<file path="config.mk">
export PLATFORM = sky130hd
export DESIGN_NAME = tick_to_calendar
export DESIGN_NICKNAME = d
export VERILOG_FILES = /design/src/rtl/calendar_pkg.sv /design/src/rtl/seq_divider.sv /design/src/rtl/tick_to_calendar.sv
export SDC_FILE = /design/constraint.sdc
export NUM_CORES = 1
export LEC_CHECK = 0
export ABC_CLOCK_PERIOD_IN_PS = 5000
export BUFFER_PORTS_ARGS = -buffer_cell sky130_fd_sc_hd__buf_2
export CAP_MARGIN = 30
export CORE_MARGIN = 2
export CORE_UTILIZATION = 25
export DETAILED_ROUTE_END_ITERATION = 8
export GPL_ROUTABILITY_DRIVEN = 0
export MAX_ROUTING_LAYER = met4
export PLACE_DENSITY_LB_ADDON = 0.05
export SLEW_MARGIN = 20
export SYNTH_ARGS = -nofsm -noshare
export SYNTH_HDL_FRONTEND = slang
export SYNTH_HIERARCHICAL = 1
export SYNTH_SLANG_ARGS = --single-unit
</file>
<file path="constraint.sdc">
create_clock -name clockSignal -period 5 [get_ports clockSignal]
set_clock_uncertainty 0.15 [all_clocks]
set_input_delay 1 -clock clockSignal [delete_from_list [all_inputs] [get_ports clockSignal]]
set_output_delay 1 -clock clockSignal [all_outputs]
set_load 0.05 [all_outputs]
</file>
<file path="src/rtl/calendar_pkg.sv">
// rtl/calendar_pkg.sv - shared constants, FSM states and month-length helper for tick_to_calendar
package calendar_pkg;

   localparam int EPOCH_YEAR    = 1970;
   localparam int EPOCH_WEEKDAY = 4;
   localparam int SECS_PER_DAY  = 86400;
   localparam int MAX_DAYS      = 2932896;

   typedef enum logic [3:0] {
      ST_IDLE,
      ST_DIV_CS,
      ST_DIV_DAY,
      ST_RANGE,
      ST_DIV_WK,
      ST_HMS,
      ST_YEAR,
      ST_MONTH,
      ST_DONE
   } calState;

   // Days in a month (1..12); February depends on the leap flag.
   function automatic logic [4:0] monthLen(input logic [3:0] month, input logic leap);
      case (month)
         4'd2:                    monthLen = leap ? 5'd29 : 5'd28;
         4'd4, 4'd6, 4'd9, 4'd11: monthLen = 5'd30;
         default:                 monthLen = 5'd31;
      endcase
   endfunction

endpackage

</file>
<file path="src/rtl/seq_divider.sv">
// rtl/seq_divider.sv - restoring shift-subtract divider, 64-bit dividend, 17-bit divisor, 64 cycles
module seq_divider (
   input  logic        clockSignal,
   input  logic        reset,
   input  logic        start,
   input  logic [63:0] dividend,
   input  logic [16:0] divisor,
   output logic        done,
   output logic [63:0] quotient,
   output logic [16:0] remainder
);

   logic        running;
   logic [5:0]  stepCount;
   logic [17:0] trial;
   logic [17:0] diff;

   // Partial remainder shifted left with the next dividend bit, and its trial difference
   always_comb begin
      trial = {remainder, quotient[63]};
      diff  = trial - {1'b0, divisor};
   end

   // One quotient bit per cycle; the quotient register doubles as the dividend shifter
   always_ff @(posedge clockSignal) begin
      if (reset) begin
         running   <= 1'b0;
         done      <= 1'b0;
         stepCount <= 6'd0;
         quotient  <= 64'd0;
         remainder <= 17'd0;
      end else begin
         done <= 1'b0;
         if (start) begin
            quotient  <= dividend;
            remainder <= 17'd0;
            stepCount <= 6'd0;
            running   <= 1'b1;
         end else if (running) begin
            if (trial >= {1'b0, divisor}) begin
               remainder <= diff[16:0];
               quotient  <= {quotient[62:0], 1'b1};
            end else begin
               remainder <= trial[16:0];
               quotient  <= {quotient[62:0], 1'b0};
            end
            stepCount <= stepCount + 6'd1;
            if (stepCount == 6'd63) begin
               running <= 1'b0;
               done    <= 1'b1;
            end
         end
      end
   end

endmodule

</file>
<file path="src/rtl/tick_to_calendar.sv">
// rtl/tick_to_calendar.sv - iterative 100 Hz tick count to calendar/time-of-day converter
module tick_to_calendar
   import calendar_pkg::*;
#(
   parameter int TICKS_PER_SEC = 100,
   parameter int MAX_YEAR      = 9999
) (
   input  logic        clockSignal,
   input  logic        reset,
   input  logic [63:0] tickCount,
   input  logic        convertStart,
   output logic        busy,
   output logic        done,
   output logic        overflow,
   output logic [6:0]  centiseconds,
   output logic [5:0]  seconds,
   output logic [5:0]  minutes,
   output logic [4:0]  hours,
   output logic [4:0]  dayOfMonth,
   output logic [3:0]  month,
   output logic [13:0] year,
   output logic [2:0]  weekday
);

   localparam logic [16:0] CS_DIVISOR  = 17'(TICKS_PER_SEC);
   localparam logic [16:0] DAY_DIVISOR = 17'(SECS_PER_DAY);
   localparam logic [16:0] WK_DIVISOR  = 17'd7;
   localparam logic [63:0] DAY_LIMIT   = 64'(MAX_DAYS);

   calState     state, nextState;

   logic [63:0] tickReg;
   logic [63:0] secsReg;
   logic [63:0] dayReg;
   logic [16:0] secOfDay;
   logic [6:0]  csReg;
   logic [4:0]  hourReg;
   logic [5:0]  minReg;
   logic [13:0] yearReg;
   logic [1:0]  mod4;
   logic [6:0]  mod100;
   logic [8:0]  mod400;
   logic [3:0]  monthReg;
   logic [2:0]  wdReg;
   logic        divIssued;

   logic        divStart;
   logic [63:0] divDividend;
   logic [16:0] divDivisor;
   logic        divDone;
   logic [63:0] divQuot;
   logic [16:0] divRem;

   logic        leap;
   logic [8:0]  yearLen;
   logic [4:0]  curMonthLen;
   logic [3:0]  wdSum;

   seq_divider divider (
      .clockSignal (clockSignal),
      .reset       (reset),
      .start       (divStart),
      .dividend    (divDividend),
      .divisor     (divDivisor),
      .done        (divDone),
      .quotient    (divQuot),
      .remainder   (divRem)
   );

   // Leap flag and period lengths derived from the running year counters
   always_comb begin
      leap        = ((mod4 == 2'd0) && (mod100 != 7'd0)) || (mod400 == 9'd0);
      yearLen     = leap ? 9'd366 : 9'd365;
      curMonthLen = monthLen(monthReg, leap);
      wdSum       = {1'b0, divRem[2:0]} + 4'(EPOCH_WEEKDAY);
   end

   // State register
   always_ff @(posedge clockSignal) begin
      if (reset) state <= ST_IDLE;
      else       state <= nextState;
   end

   // Next state, divider operand selection and handshake outputs
   always_comb begin
      nextState   = state;
      divStart    = 1'b0;
      divDividend = tickReg;
      divDivisor  = CS_DIVISOR;
      busy        = (state != ST_IDLE) && (state != ST_DONE);
      done        = (state == ST_DONE);
      case (state)
         ST_IDLE: begin
            if (convertStart) nextState = ST_DIV_CS;
         end
         ST_DIV_CS: begin
            divStart = !divIssued;
            if (divIssued && divDone) nextState = ST_DIV_DAY;
         end
         ST_DIV_DAY: begin
            divDividend = secsReg;
            divDivisor  = DAY_DIVISOR;
            divStart    = !divIssued;
            if (divIssued && divDone) nextState = ST_RANGE;
         end
         ST_RANGE: begin
            nextState = (dayReg > DAY_LIMIT) ? ST_DONE : ST_DIV_WK;
         end
         ST_DIV_WK: begin
            divDividend = dayReg;
            divDivisor  = WK_DIVISOR;
            divStart    = !divIssued;
            if (divIssued && divDone) nextState = ST_HMS;
         end
         ST_HMS: begin
            if (secOfDay < 17'd60) nextState = ST_YEAR;
         end
         ST_YEAR: begin
            if (dayReg < 64'(yearLen)) nextState = ST_MONTH;
         end
         ST_MONTH: begin
            if (dayReg < 64'(curMonthLen)) nextState = ST_DONE;
         end
         ST_DONE: begin
            nextState = convertStart ? ST_DIV_CS : ST_IDLE;
         end
         default: nextState = ST_IDLE;
      endcase
   end

   // Working registers and the held output fields, written only when a conversion completes
   always_ff @(posedge clockSignal) begin
      if (reset) begin
         tickReg      <= 64'd0;
         secsReg      <= 64'd0;
         dayReg       <= 64'd0;
         secOfDay     <= 17'd0;
         csReg        <= 7'd0;
         hourReg      <= 5'd0;
         minReg       <= 6'd0;
         yearReg      <= 14'(EPOCH_YEAR);
         mod4         <= 2'd2;
         mod100       <= 7'd70;
         mod400       <= 9'd370;
         monthReg     <= 4'd1;
         wdReg        <= 3'(EPOCH_WEEKDAY);
         divIssued    <= 1'b0;
         overflow     <= 1'b0;
         centiseconds <= 7'd0;
         seconds      <= 6'd0;
         minutes      <= 6'd0;
         hours        <= 5'd0;
         dayOfMonth   <= 5'd1;
         month        <= 4'd1;
         year         <= 14'(EPOCH_YEAR);
         weekday      <= 3'(EPOCH_WEEKDAY);
      end else begin
         case (state)
            ST_IDLE, ST_DONE: begin
               if (convertStart) begin
                  tickReg   <= tickCount;
                  divIssued <= 1'b0;
               end
            end
            ST_DIV_CS: begin
               if (!divIssued) divIssued <= 1'b1;
               else if (divDone) begin
                  csReg     <= divRem[6:0];
                  secsReg   <= divQuot;
                  divIssued <= 1'b0;
               end
            end
            ST_DIV_DAY: begin
               if (!divIssued) divIssued <= 1'b1;
               else if (divDone) begin
                  dayReg    <= divQuot;
                  secOfDay  <= divRem;
                  divIssued <= 1'b0;
               end
            end
            ST_RANGE: begin
               if (dayReg > DAY_LIMIT) begin
                  overflow     <= 1'b1;
                  centiseconds <= 7'(TICKS_PER_SEC - 1);
                  seconds      <= 6'd59;
                  minutes      <= 6'd59;
                  hours        <= 5'd23;
                  dayOfMonth   <= 5'd31;
                  month        <= 4'd12;
                  year         <= 14'(MAX_YEAR);
                  weekday      <= 3'd5;
               end else begin
                  hourReg  <= 5'd0;
                  minReg   <= 6'd0;
                  yearReg  <= 14'(EPOCH_YEAR);
                  mod4     <= 2'd2;
                  mod100   <= 7'd70;
                  mod400   <= 9'd370;
                  monthReg <= 4'd1;
               end
            end
            ST_DIV_WK: begin
               if (!divIssued) divIssued <= 1'b1;
               else if (divDone) begin
                  wdReg     <= (wdSum >= 4'd7) ? 3'(wdSum - 4'd7) : wdSum[2:0];
                  divIssued <= 1'b0;
               end
            end
            ST_HMS: begin
               if (secOfDay >= 17'd3600) begin
                  secOfDay <= secOfDay - 17'd3600;
                  hourReg  <= hourReg + 5'd1;
               end else if (secOfDay >= 17'd60) begin
                  secOfDay <= secOfDay - 17'd60;
                  minReg   <= minReg + 6'd1;
               end
            end
            ST_YEAR: begin
               if (dayReg >= 64'(yearLen)) begin
                  dayReg  <= dayReg - 64'(yearLen);
                  yearReg <= yearReg + 14'd1;
                  mod4    <= mod4 + 2'd1;
                  mod100  <= (mod100 == 7'd99) ? 7'd0 : mod100 + 7'd1;
                  mod400  <= (mod400 == 9'd399) ? 9'd0 : mod400 + 9'd1;
               end
            end
            ST_MONTH: begin
               if (dayReg >= 64'(curMonthLen)) begin
                  dayReg   <= dayReg - 64'(curMonthLen);
                  monthReg <= monthReg + 4'd1;
               end else begin
                  overflow     <= 1'b0;
                  centiseconds <= csReg;
                  seconds      <= secOfDay[5:0];
                  minutes      <= minReg;
                  hours        <= hourReg;
                  dayOfMonth   <= dayReg[4:0] + 5'd1;
                  month        <= monthReg;
                  year         <= yearReg;
                  weekday      <= wdReg;
               end
            end
            default: ;
         endcase
      end
   end

endmodule

</file>
==> results summary, run 1 <==
The run finished with clean final reports. The worst setup path is launched from a flip-flop. The maximum level of the CTS H-tree came out at 2. The count of endpoints failing hold in the final timing report was 0. The clock share of power is 35.5%.

Summing the areas of all compound-gate instances in the mapped netlist gives 23.0% of the synthesized area. STA classifies the critical path endpoint as a flip-flop. The number of distinct library cell variants in the gate-level netlist after synthesis came out at 103. The via count of the first global-routing pass came out at 20800.

The startpoint identified for the worst register-to-register timing path is mod100[3]. The prevailing post-synth register cell is dfxtp_1. The synthesized-area fraction occupied by and/or/nand/nor cells is 25.4%. The worst hold path begins at secsReg[37]. The area growth from synthesis to layout came out at 15.6%.

The top-area cell type share of the netlist area came out at 37.0%. The combinational family with the most area after synthesis is simple AND/OR/NAND/NOR gates. The mapped cell area is 0.0223 sq mm. The layout cell share with drive strength beyond 1 is 10.8%.

The achievable frequency is 224 MHz. The overall via count from detail_route came out at 21500. The count of endpoints failing setup in the final report came out at 0. The power density normalized to cell area is 430 mW/mm^2. The required time of the critical path came out at 5350 ps. The post-synthesis cell type with the largest combined area is dfxtp_1.

Ranked by instance count, the synthesized netlist is headed by 560 x nand2_1, 411 x dfxtp_1, 348 x a21oi_1, 314 x nor2_1, 166 x clkbuf_1. Entering global routing, the biggest net connects 195 pins. In this run the worst path has a maximum fanout of 21.

In this design, the critical path's most frequently occurring cell is buf_4. The type of the setup path with the least slack is reg -> reg. Buffers inserted to repair hold after CTS numbered 0. The root buffer cell chosen for the clock tree is clkbuf_16. The multiplexer fraction of the synthesized cell area came out at 3.65%. 120 I/O pins were placed. The sequential share of power came out at 35.7%.

The worst setup slack after layout came out at 540 ps. In the final layout, the multi-input gates occupy 0.0128 sq mm. TritonCTS built the clock tree. The power after layout came out at 11100 uW. The clock edge transition at the registers on the reported setup and hold paths is 60 ps. The horizontal extent of the die is 302 um. In this run switching power makes up 37.3% of total power. The critical path starts at mod100[3]. The clock latency on the worst-skew pair came out at 620 ps. The DRC violation count after routing is 0. The detailed-route wire length per cell came out at 20.6 um. The clock period could shrink to 4460 ps. The slowest stage of the critical path belongs to the cell nor2_4. The count of max-cap constraint violations is 0. The xor-xnor portion of the synthesized cell area is 2.32%. The cell count after synthesis came out at 2952. After Yosys synthesis, full adders, half adders and majority gates account for 2.69% of the synthesized area.

The number of antenna violations at the first check in global routing came out at 1. The remaining max-slew budget at the tightest pin came out at 29.2%. The type of the worst min-delay path is reg -> reg. The signal arrival time at the worst endpoint came out at 4810 ps. The delay of the slowest cell on the worst path came out at 570 ps. The number of enable flip-flop cells after synthesis is 0. The post-detailed-routing wire length is 86200 um.

In the final layout, flip-flops and latches occupy 0.00823 sq mm. The ratio of final minimum period to clock period came out at 89.2%. The placement-stage worst setup slack came out at 586 ps. The sequential fraction of the synthesis area is 37.0%. The global router's overall resource usage is 19.1%. The overall die area came out at 0.0915 sq mm. Internal power comes to 6930 uW. The analysis attributes to cell leakage a power of 0.00967 uW. Setup repair after global routing left no endpoint under its margin. The number of buffers created by CTS is 54. The setup total negative slack came out at 0 ps. The net switching power is 4120 uW.

Once detailed placement completed, the half-perimeter wirelength came to 59800 um. The worst IR drop on VDD is 332 uV. Final hold analysis gives a worst-case slack of 302 ps.

Ranked by total cell area, the synthesized netlist is headed by dfxtp_1 37%, nand2_1 9.4%, a21oi_1 7.8%, nor2_1 5.3%, mux2i_1 3.6%. The net count reported at finish is 3086. The die span in y came out at 302 um. The signal on the critical path passes through nor3_1 -> nand3_1 -> a32oi_1 -> buf_4 -> nand2_1 -> a21oi_1 -> a21oi_1 -> ha_1 -> inv_1 -> fa_1 -> nand4_1 -> and2_1 -> nand4_1 -> a211oi_2 -> buf_4 -> nor2_4 -> buf_4 -> a31oi_1 -> a311oi_1. The initial standard-cell utilization of the core came out at 25.2%. The number of gates given a new drive strength after cts is 0. The setup slack of the worst register-to-register path is 540 ps. After the first detailed-routing iteration, the DRC count stood at 1718. The first global-routing pass estimated 132000 um of wire. The async set-or-reset flop fraction in the synthesized netlist is 0%. The number of filler instances in the final layout is 9574. After floorplanning, the core was sized to cover 0.0884 sq mm.

Global routing finished with a remaining overflow of 0. The count of buffers inserted at the top-level ports is 119. The number of pins with negative max-slew slack in the final report came out at 0. Once detail routing completed, the nets flagged for antenna violations numbered 0. Synthesis inferred 411 register bits. The transition time at the pin with the least slew margin came out at 1060 ps. The synthesis warning total is 6.

The worst-case clock buffer depth came out at 3. The power share of the combinational group came out at 28.8%. Yosys instantiated no cell more often than nand2_1. The total setup buffers inserted after CTS came out at 0. The first TritonRoute pass finished after 6 iterations.

The average instance area after synthesis is 7.54 sq um. The via density per instance is 5.15. The number of rows in the core area is 109. The number of sinks handled by clock tree synthesis came out at 411.
[layout by cell type (no fill, tap or decap), types with 40 or more instances in the layout]
cell type  count
mux2i_1       79
xnor2_1       44
a311oi_1      40
buf_2        118
buf_4         57
nor3_1        81
dfxtp_1      409
nor2_1       309
a22oi_1       77
nand2_1      559
o21ai_0       99
nand3_1       70
a21oi_1      348
ha_1          43
clkbuf_16     54
inv_1         86
[state kept, by name (all words and copies together) (netlist names), 5 cells and up]
name	count
dayReg	64
divider/quotient	64
secsReg	64
tickReg	64
divider/remainder	17
secOfDay	17
yearReg	14
year	14
mod400	9
centiseconds	7
csReg	7
mod100	7
divider/stepCount	6
minReg	6
minutes	6
seconds	6
dayOfMonth	5
hourReg	5
hours	5
[cell type report]
cell class | instances | share of cell area, %
Clock inverter | 18 | 1.06
Antenna cell | 1 | 0.00972
Tap cell | 1165 | 5.66
Sequential cell | 411 | 32.0
Multi-Input combinational cell | 2232 | 49.7
Inverter | 90 | 1.31
Timing Repair Buffer | 184 | 4.60
Clock buffer | 75 | 5.67
[power by group through the flow]
stage / combinational, uW / sequential (uW) / clock [uW]
floorplan: 2400 / 3800 / 0
global placement: 3200 / 4020 / 0
detailed placement: 3200 / 4020 / 0
CTS: 3220 / 3950 / 4070
global route: 3540 / 4000 / 4180
finish: 3180 / 3950 / 3930
[per-stage QoR]
step                util [%]  instance area (sq um)  instances
floorplan                  -                  22300       2958
detailed placement      27.2                  24000       4082
global route            29.1                  25700       4175
CTS                     29.1                  25700       4175
global placement        27.1                  24000       4080
finish                  29.1                  25700       4176
[metal layers]
metal / share of wire [%] / GRT usage, % / vias to the layer above
li1: - / - / 10500
met2: 44 / 28.8 / 536
met1: 50 / 27.2 / 10300
met4: 2.1 / 4.53 / 0
met5: 0 / - / -
met3: 4.1 / 1.93 / 101
[path summary, 6_finish.rpt]
kind                                    end  cells after the start
worst max-delay path             dayReg[12]                     19
worst max register to register   dayReg[12]                     19
worst min-delay path            secsReg[37]                      2
worst min register to register  secsReg[37]                      2
[logic make-up after synthesis]
kind of cell               after synthesis
adders and majority gates               46
xor gates and xnor gates                59
and+or+nand+nor                       1243
muxes                                   81
DFF                                    411
AOI/OAI and AO/OA                      796
buffers and inverters                  315
other                                    1
[critical path, delay by kind of cell, from the launching register on]
| kind | cells | cell delay, ps |
|---|---|---|
| simple gates | 7 | 1690 |
| buf+inv | 4 | 780 |
| compound gates | 6 | 910 |
| flops | 1 | 350 |
| fa+ha+maj | 2 | 460 |
No activity file was read; power rests on OpenSTA's default activity.
==> run 2, diff against run 1 <==
- PLACE_DENSITY: not set -> 0.45
- PLACE_DENSITY_LB_ADDON: 0.05 -> not set
- SYNTH_HIERARCHICAL: 1 -> not set
==> run 2 against run 1 <==
- final area down 0.40%
- global-route usage down 1.4 points
- sequential power up 7.3%
- critical path type unchanged
- register-to-register slack worse by 240 ps
- critical path depth down 6
- combinational power up 46%
==> results summary, run 2 <==
The flow ran to the end, and the final reports show no timing, DRC or antenna violations. The count of max-cap constraint violations is 0 (unchanged). The first-pass GRT wire length came out at 125000 um (-5.3%). The prevailing post-synth register cell is dfxtp_1. Compared with the post-synthesis result, the final layout area differs by 16.0%. The count of buffers inserted at the top-level ports is 119 (unchanged). The worst hold path belongs to the class reg -> reg. By area the synthesized netlist is led by dfxtp_1 37%, nand2_1 8.6%, a21oi_1 6.2%, nor2_1 3.6%, clkbuf_1 3.6%. The worst hold endpoint is hours[3]. The remaining max-slew budget at the tightest pin was 31.5% (+2.3 points). The number of sinks handled by clock tree synthesis is 411 (unchanged). The synthesis warning total came out at 0 (-6). The total setup buffers inserted after CTS is 0 (unchanged). The clock share of power is 30.1% (-5.4 points). The layout cell share with drive strength beyond 1 came to 10.5% (-0.34 points). The count of inserted antenna diode cells came out at 0 (-1). The via count of the first global-routing pass came out at 20700 (-0.29%). The worst setup path is captured at a flip-flop. The post-layout minimum cycle time came out at 4700 ps (+240 ps). The setup slack of the worst register-to-register path is 300 ps (-240 ps). The initial standard-cell utilization of the core came out at 25.1% (-0.086 points).

The launching point of the worst reg2reg path is mod100[2]. The number of enable flip-flop cells after synthesis came to 0 (unchanged). The maximum level of the CTS H-tree came out at 2 (unchanged). The horizontal extent of the die came out at 301 um (-0.40%). The power share of the combinational group is 36.6% (+7.8 points). The worst IR drop on VDD came out at 439 uV (+32%). The top-area cell type share of the netlist area is 37.3% (+0.30 points). The ratio of final minimum period to clock period came out at 94.0% (+4.8 points). The count of endpoints failing setup in the final report came out at 0 (unchanged).

The transition time at the pin with the least slew margin is 1030 ps (-34.9 ps). The number of pins with negative max-slew slack in the final report was 0 (unchanged). The power density normalized to cell area was 496 mW/mm^2 (+15%).

The placement-stage worst setup slack is 372 ps (-213 ps). The die span in y is 301 um (-0.40%). The pin count of the biggest net entering global routing came to 130 (-33%). The overall die area is 0.0907 sq mm (-0.80%). The overall via count from detail_route is 21700 (+1.2%).

The net count reported at finish is 3026 (-1.9%). The sequential fraction of the synthesis area is 37.3% (+0.30 points). The post-synthesis net count is 3027. The leakage component of the power came out at 0.00916 uW (-5.2%). The number of gates given a new drive strength after cts is 0 (unchanged).

The number of antenna-violating nets in the routed design came out at 0 (unchanged). The signal arrival time at the worst endpoint is 5030 ps (+220 ps). The number of antenna violations at the first check in global routing is 0 (-1). The cell count after synthesis is 2921 (-1.1%). The average instance area after synthesis is 7.56 sq um (+0.25%).

The endpoint of the worst register-to-register path is dayReg[55]. The non-filler instance count after layout came out at 4121 (-1.3%). The sequential share of power is 33.3% (-2.4 points).

The post-detailed-routing wire length is 80000 um (-7.2%). The number of top-level pins came to 120 (unchanged). The count of endpoints failing hold in the final timing report is 0 (unchanged). In the layout the commonest cells are 501 x nand2_1, 410 x dfxtp_1, 274 x a21oi_1. The core region area came to 0.0880 sq mm (-0.46%). The worst-case hold slack was 302 ps (+0.194 ps). The async set-or-reset flop fraction in the synthesized netlist is 0% (unchanged). The global router's overall resource usage was 17.6% (-1.4 points). The worst hold path begins at hours[3]. The via density per instance came out at 5.28 (+2.5%). The number of cells traversed by the worst register-to-register path came out at 13 (-6). The net switching power came out at 4980 uW (+21%). The mapped cell area is 0.0221 sq mm (-0.80%). The flop and latch count out of synthesis came out at 411 (unchanged). The worst-case clock buffer depth came out at 3 (unchanged).

The cell count after placement was 4033 (-1.2%). The number of buffers created by CTS was 50 (-7.4%). The cell-internal power came out at 7720 uW (+11%). The critical path launch point type is a flip-flop.

The clock edge transition at the registers on the reported setup and hold paths is 60 ps (about the same). The HPWL after detailed placement came out at 53100 um (-11%). TritonCTS built the clock tree.

The share of total power consumed by net switching came out at 39.2% (+1.9 points). The critical path in this run is classified as reg -> reg. The number of distinct library cell variants in the gate-level netlist after synthesis came out at 75 (-27%). The required time of the critical path is 5330 ps (-20 ps).

The first-iteration detailed-routing DRC count is 1521 (-11%). Yosys instantiated no cell more often than nand2_1. The clock latency on the worst-skew pair is 600 ps (-20 ps). The DRC violation count after routing is 0 (unchanged).

Leaving out fill and tap cells, the most frequent cell in the layout is nand2_1. The post-synthesis cell type with the largest combined area is dfxtp_1. The number of cells on the worst hold path is 2 (unchanged). The number of search-and-repair iterations in the first detailed-routing pass came to 8 (+2).

Setup repair after global routing left no endpoint under its margin. The remaining global-route overflow is 0 (unchanged). The maximum fanout along the worst path came out at 15 (-29%). The commonest cells after synthesis are 504 x nand2_1, 411 x dfxtp_1, 274 x a21oi_1, 210 x nor2_1, 209 x clkbuf_1. The setup total negative slack came out at 0 ps (unchanged). The quantity of hold-fixing buffers added after cts was 0 (unchanged). The worst setup slack after layout is 300 ps (-240 ps). The cell sitting at the root of the clock tree is a clkbuf_16. The detailed-route wire length per cell came out at 19.4 um (-6.0%). The number of rows in the core area came to 109 (unchanged). The achievable frequency came out at 213 MHz (-5.1%).
run 2: cell types whose count changed after synthesis, sizes merged, moves of 24 or more:
| cell | before | now |
|---|---|---|
| mux2i | 79 | 13 |
| nor2b | 9 | 74 |
| nand3 | 72 | 96 |
| o21ai | 101 | 146 |
| nor3 | 83 | 129 |
| inv | 88 | 47 |
| nand2 | 560 | 504 |
| a211oi | 25 | 82 |
| nor2 | 315 | 210 |
| clkbuf | 169 | 209 |
| a311oi | 45 | 79 |
| a21oi | 351 | 275 |
run 2: routing by layer:
metal	vias up	track usage (%)	wire length, um
met1	10500	24.2	37900
met4	0	4.28	1700
met2	536	27.7	36700
met3	112	1.92	3720
li1	10600	-	-
met5	-	-	0
run 2: metrics by stage:
step           total power [uW]  cell area, sq um  utilization (%)
2_1_floorplan              7550             22100                -
3_3_place_gp               8960             23900             27.2
3_5_place_dp               8960             23900             27.2
4_1_cts                   12800             25600             29.1
5_1_grt                   13500             25600             29.1
6_report                  12700             25600             29.1
run 2: critical path: stages (launching register included):
cell      delay, ps
dfxtp_1         350
nor3_1          370
nand3_1         140
a21oi_1         280
ha_1            220
inv_1            50
fa_1            440
a311oi_1        490
or3_1           260
nand3_1         190
or4_1           640
nand3_2         390
nor2_1          260
a211o_1         340
run 2: cell families (layout without fill, tap and decap cells):
family / count (synthesis) / in the layout / share of synthesized area (%)
AOI/OAI and AO/OA: 828 / 828 / 24.6
xor gates and xnor gates: 75 / 75 / 2.97
adders and majority gates: 39 / 39 / 2.31
buffers and inverters: 296 / 331 / 5.30
DFF: 411 / 411 / 37.3
muxes: 13 / 13 / 0.589
and+or+nand+nor: 1259 / 1259 / 27.0
run 2: area by class of cell:
class	count	area (sq um)
clock buffers	74	1500
clock inverters	14	205
fillers	9650	62300
inverters	48	180
multi-input cells	2214	12800
flip-flops and latches	411	8230
well taps	1165	1460
repair buffers	195	1280
run 2: worst max path at each step:
stage              start          to  depth (start not counted)
3_5_place_dp   mod100[2]  dayReg[55]                         13
4_1_cts        mod100[2]  dayReg[55]                         13
5_1_grt        mod100[2]  dayReg[10]                         14
6_report       mod100[2]  dayReg[55]                         13
2_1_floorplan  mod100[2]   mod400[5]                         15
3_3_place_gp   mod100[2]   dayReg[7]                         14
run 2: power by group through the flow:
| stage | Clock (uW) | Combinational [uW] | Sequential [uW] |
|---|---|---|---|
| after global routing | 4050 | 5160 | 4310 |
| after detailed placement | 0 | 4650 | 4310 |
| after floorplan | 0 | 3410 | 4140 |
| after CTS | 3920 | 4670 | 4240 |
| final | 3830 | 4640 | 4240 |
| after global placement | 0 | 4650 | 4310 |
==> run 3, diff against run 2 <==
- MAX_ROUTING_LAYER: met4 -> not set
==> run 3 against run 2 <==
- maximum frequency is 0.68% higher
- core utilization stayed put
- critical path depth stayed put
- via count hardly changed
- first-iteration DRC count is 1.1% lower
- critical path type unchanged
- critical endpoint unchanged
- largest power group unchanged
- highest routed layer unchanged
==> results summary, run 3 (synthesis gave the netlist of run 2 again) <==
The run finished with clean final reports. The number of antenna violations at the first check in global routing is 0 (unchanged). The worst IR drop on VDD came to 439 uV (about the same).

The required time of the critical path was 5330 ps (about the same). The horizontal extent of the die is 301 um (unchanged). The number of pins with negative max-slew slack in the final report was 0 (unchanged).

The clock edge transition at the registers on the reported setup and hold paths is 60 ps (about the same). The worst hold path belongs to the class reg -> reg. Setup repair after global routing left no endpoint under its margin. The total setup buffers inserted after CTS came out at 0 (unchanged). The number of antenna-violating nets in the routed design came out at 0 (unchanged). The leakage component of the power came out at 0.00916 uW (unchanged). The cell count after placement came out at 4033 (unchanged).

The transition time at the pin with the least slew margin came to 1020 ps (-10.4 ps). The area growth from synthesis to layout was 16.0% (unchanged). The signal arrival time at the worst endpoint was 5000 ps (-30 ps). The footprint of the multi-input gates is 0.0128 sq mm (unchanged). The core region area came out at 0.0880 sq mm (unchanged). The first-pass GRT wire length is 125000 um (about the same). In the layout the commonest cells are 501 x nand2_1, 410 x dfxtp_1, 274 x a21oi_1. The number of sinks handled by clock tree synthesis came out at 411 (unchanged). The net count reported at finish was 3026 (unchanged). The pin count of the biggest net entering global routing is 130 (unchanged). The worst-case clock buffer depth came out at 3 (unchanged). The number of gates given a new drive strength after cts was 0 (unchanged). The post-detailed-routing wire length is 80000 um (about the same). The detailed-route wire length per cell is 19.4 um (about the same). The via count of the first global-routing pass came out at 20700 (+0.063%). The critical path launch point type is a flip-flop. The number of rows in the core area is 109 (unchanged).

The maximum fanout along the worst path came out at 15 (unchanged). The count of max-cap constraint violations is 0 (unchanged). The count of endpoints failing hold in the final timing report is 0 (unchanged).

The overall via count from detail_route was 21700 (-0.087%). The achievable frequency was 214 MHz (+0.68%). The post-layout minimum cycle time came to 4670 ps (-31.8 ps). The number of buffers created by CTS came to 50 (unchanged).

The delay of the slowest cell on the worst path came to 630 ps (about the same). STA classifies the critical path endpoint as a flip-flop. The initial standard-cell utilization of the core was 25.1% (unchanged). The non-filler instance count after layout came out at 4121 (unchanged).

The clock latency on the worst-skew pair came out at 600 ps (about the same). The layout cell share with drive strength beyond 1 is 10.5% (unchanged). The library cell used most frequently in the layout, excluding fill and tap cells, is nand2_1. The type of the setup path with the least slack is reg -> reg. The worst-case hold slack came out at 301 ps (-0.427 ps).

The remaining global-route overflow is 0 (unchanged). The via density per instance came out at 5.27 (about the same). The DRC violation count after routing is 0 (unchanged). The count of endpoints failing setup in the final report came out at 0 (unchanged). The slowest cell on the critical path is or4_1. The power density normalized to cell area is 496 mW/mm^2 (about the same). The setup total negative slack is 0 ps (unchanged). Traced cell by cell, the critical path runs through nor3_1 -> nand3_1 -> a21oi_1 -> ha_1 -> inv_1 -> fa_1 -> a311oi_1 -> or3_1 -> nand3_1 -> or4_1 -> nand3_2 -> nor2_1 -> a211o_1. The die span in y is 301 um (unchanged). The number of top-level pins came to 120 (unchanged). The overall die area is 0.0907 sq mm (unchanged). The root buffer cell chosen for the clock tree is clkbuf_16. The maximum level of the CTS H-tree is 2 (unchanged).

The count of buffers inserted at the top-level ports came out at 119 (unchanged). The count of inserted antenna diode cells came out at 0 (unchanged). The first-iteration detailed-routing DRC count came out at 1504 (-1.1%).

The area occupied by registers came out at 0.00823 sq mm (unchanged). The remaining max-slew budget at the tightest pin came out at 32.2% (+0.69 points). Among the stages of the critical path, the cell type that occurs most often is nand3_1. The ratio of final minimum period to clock period is 93.4% (-0.64 points).

The HPWL after detailed placement was 53100 um (unchanged). The global router's overall resource usage is 17.1% (-0.52 points). The number of search-and-repair iterations in the first detailed-routing pass is 6 (-2). The quantity of hold-fixing buffers added after cts came out at 0 (unchanged). The number of filler instances in the final layout is 9650 (unchanged). The clock tree from TritonCTS is built.
-- run 3: layout make-up --
type | instances | share of cell area (%)
clock buffers | 74 | 5.83
repair buffers | 195 | 4.99
flip-flops and latches | 411 | 32.1
multi-input cells | 2214 | 49.9
clock inverters | 14 | 0.801
inverters | 48 | 0.703
well taps | 1165 | 5.69
-- run 3: power by group --
part	leakage [uW]	internal, uW	switching [uW]	total (uW)
Clock	0.000835	2310	1500	3820
Sequential	0.00334	3690	550	4240
Combinational	0.00499	1720	2920	4640
Total	0.00916	7720	4980	12700
-- run 3: final timing paths --
check	slack (ps)	to	depth (start not counted)	startpoint
setup / recovery	330	dayReg[55]	13	mod100[2]
hold / removal	300	hours[3]	2	hours[3]
setup reg to reg	330	dayReg[55]	13	mod100[2]
hold reg to reg	300	hours[3]	2	hours[3]
-- run 3: stage by stage --
step	instance area (sq um)	util, %	setup slack, ps	total power [uW]
2_1_floorplan	22100	-	1090	7550
3_3_place_gp	23900	27.2	507	8960
3_5_place_dp	23900	27.2	372	8960
4_1_cts	25600	29.1	348	12800
5_1_grt	25600	29.1	85.6	13500
6_report	25600	29.1	331	12700
-- run 3: worst max-delay path, delay by kind of cell (launching register included) --
kind / cells / cell delay [ps]
AO/OA/AOI/OAI: 3 / 1100
adder cells (fa/ha/maj): 2 / 660
buffers and inverters: 1 / 50
flip-flops: 1 / 350
AND/OR/NAND/NOR: 7 / 2220
-- run 3: layer usage --
layer / vias up / routed length [um] / part of all wire (%) / track usage, %
met3: 108 / 3850 / 4.8 / 2.02
met2: 529 / 36500 / 46 / 27.7
met1: 10400 / 38000 / 47 / 24.0
met5: - / 0 / 0 / 0
li1: 10600 / - / - / -
met4: 0 / 1670 / 2.1 / 4.21
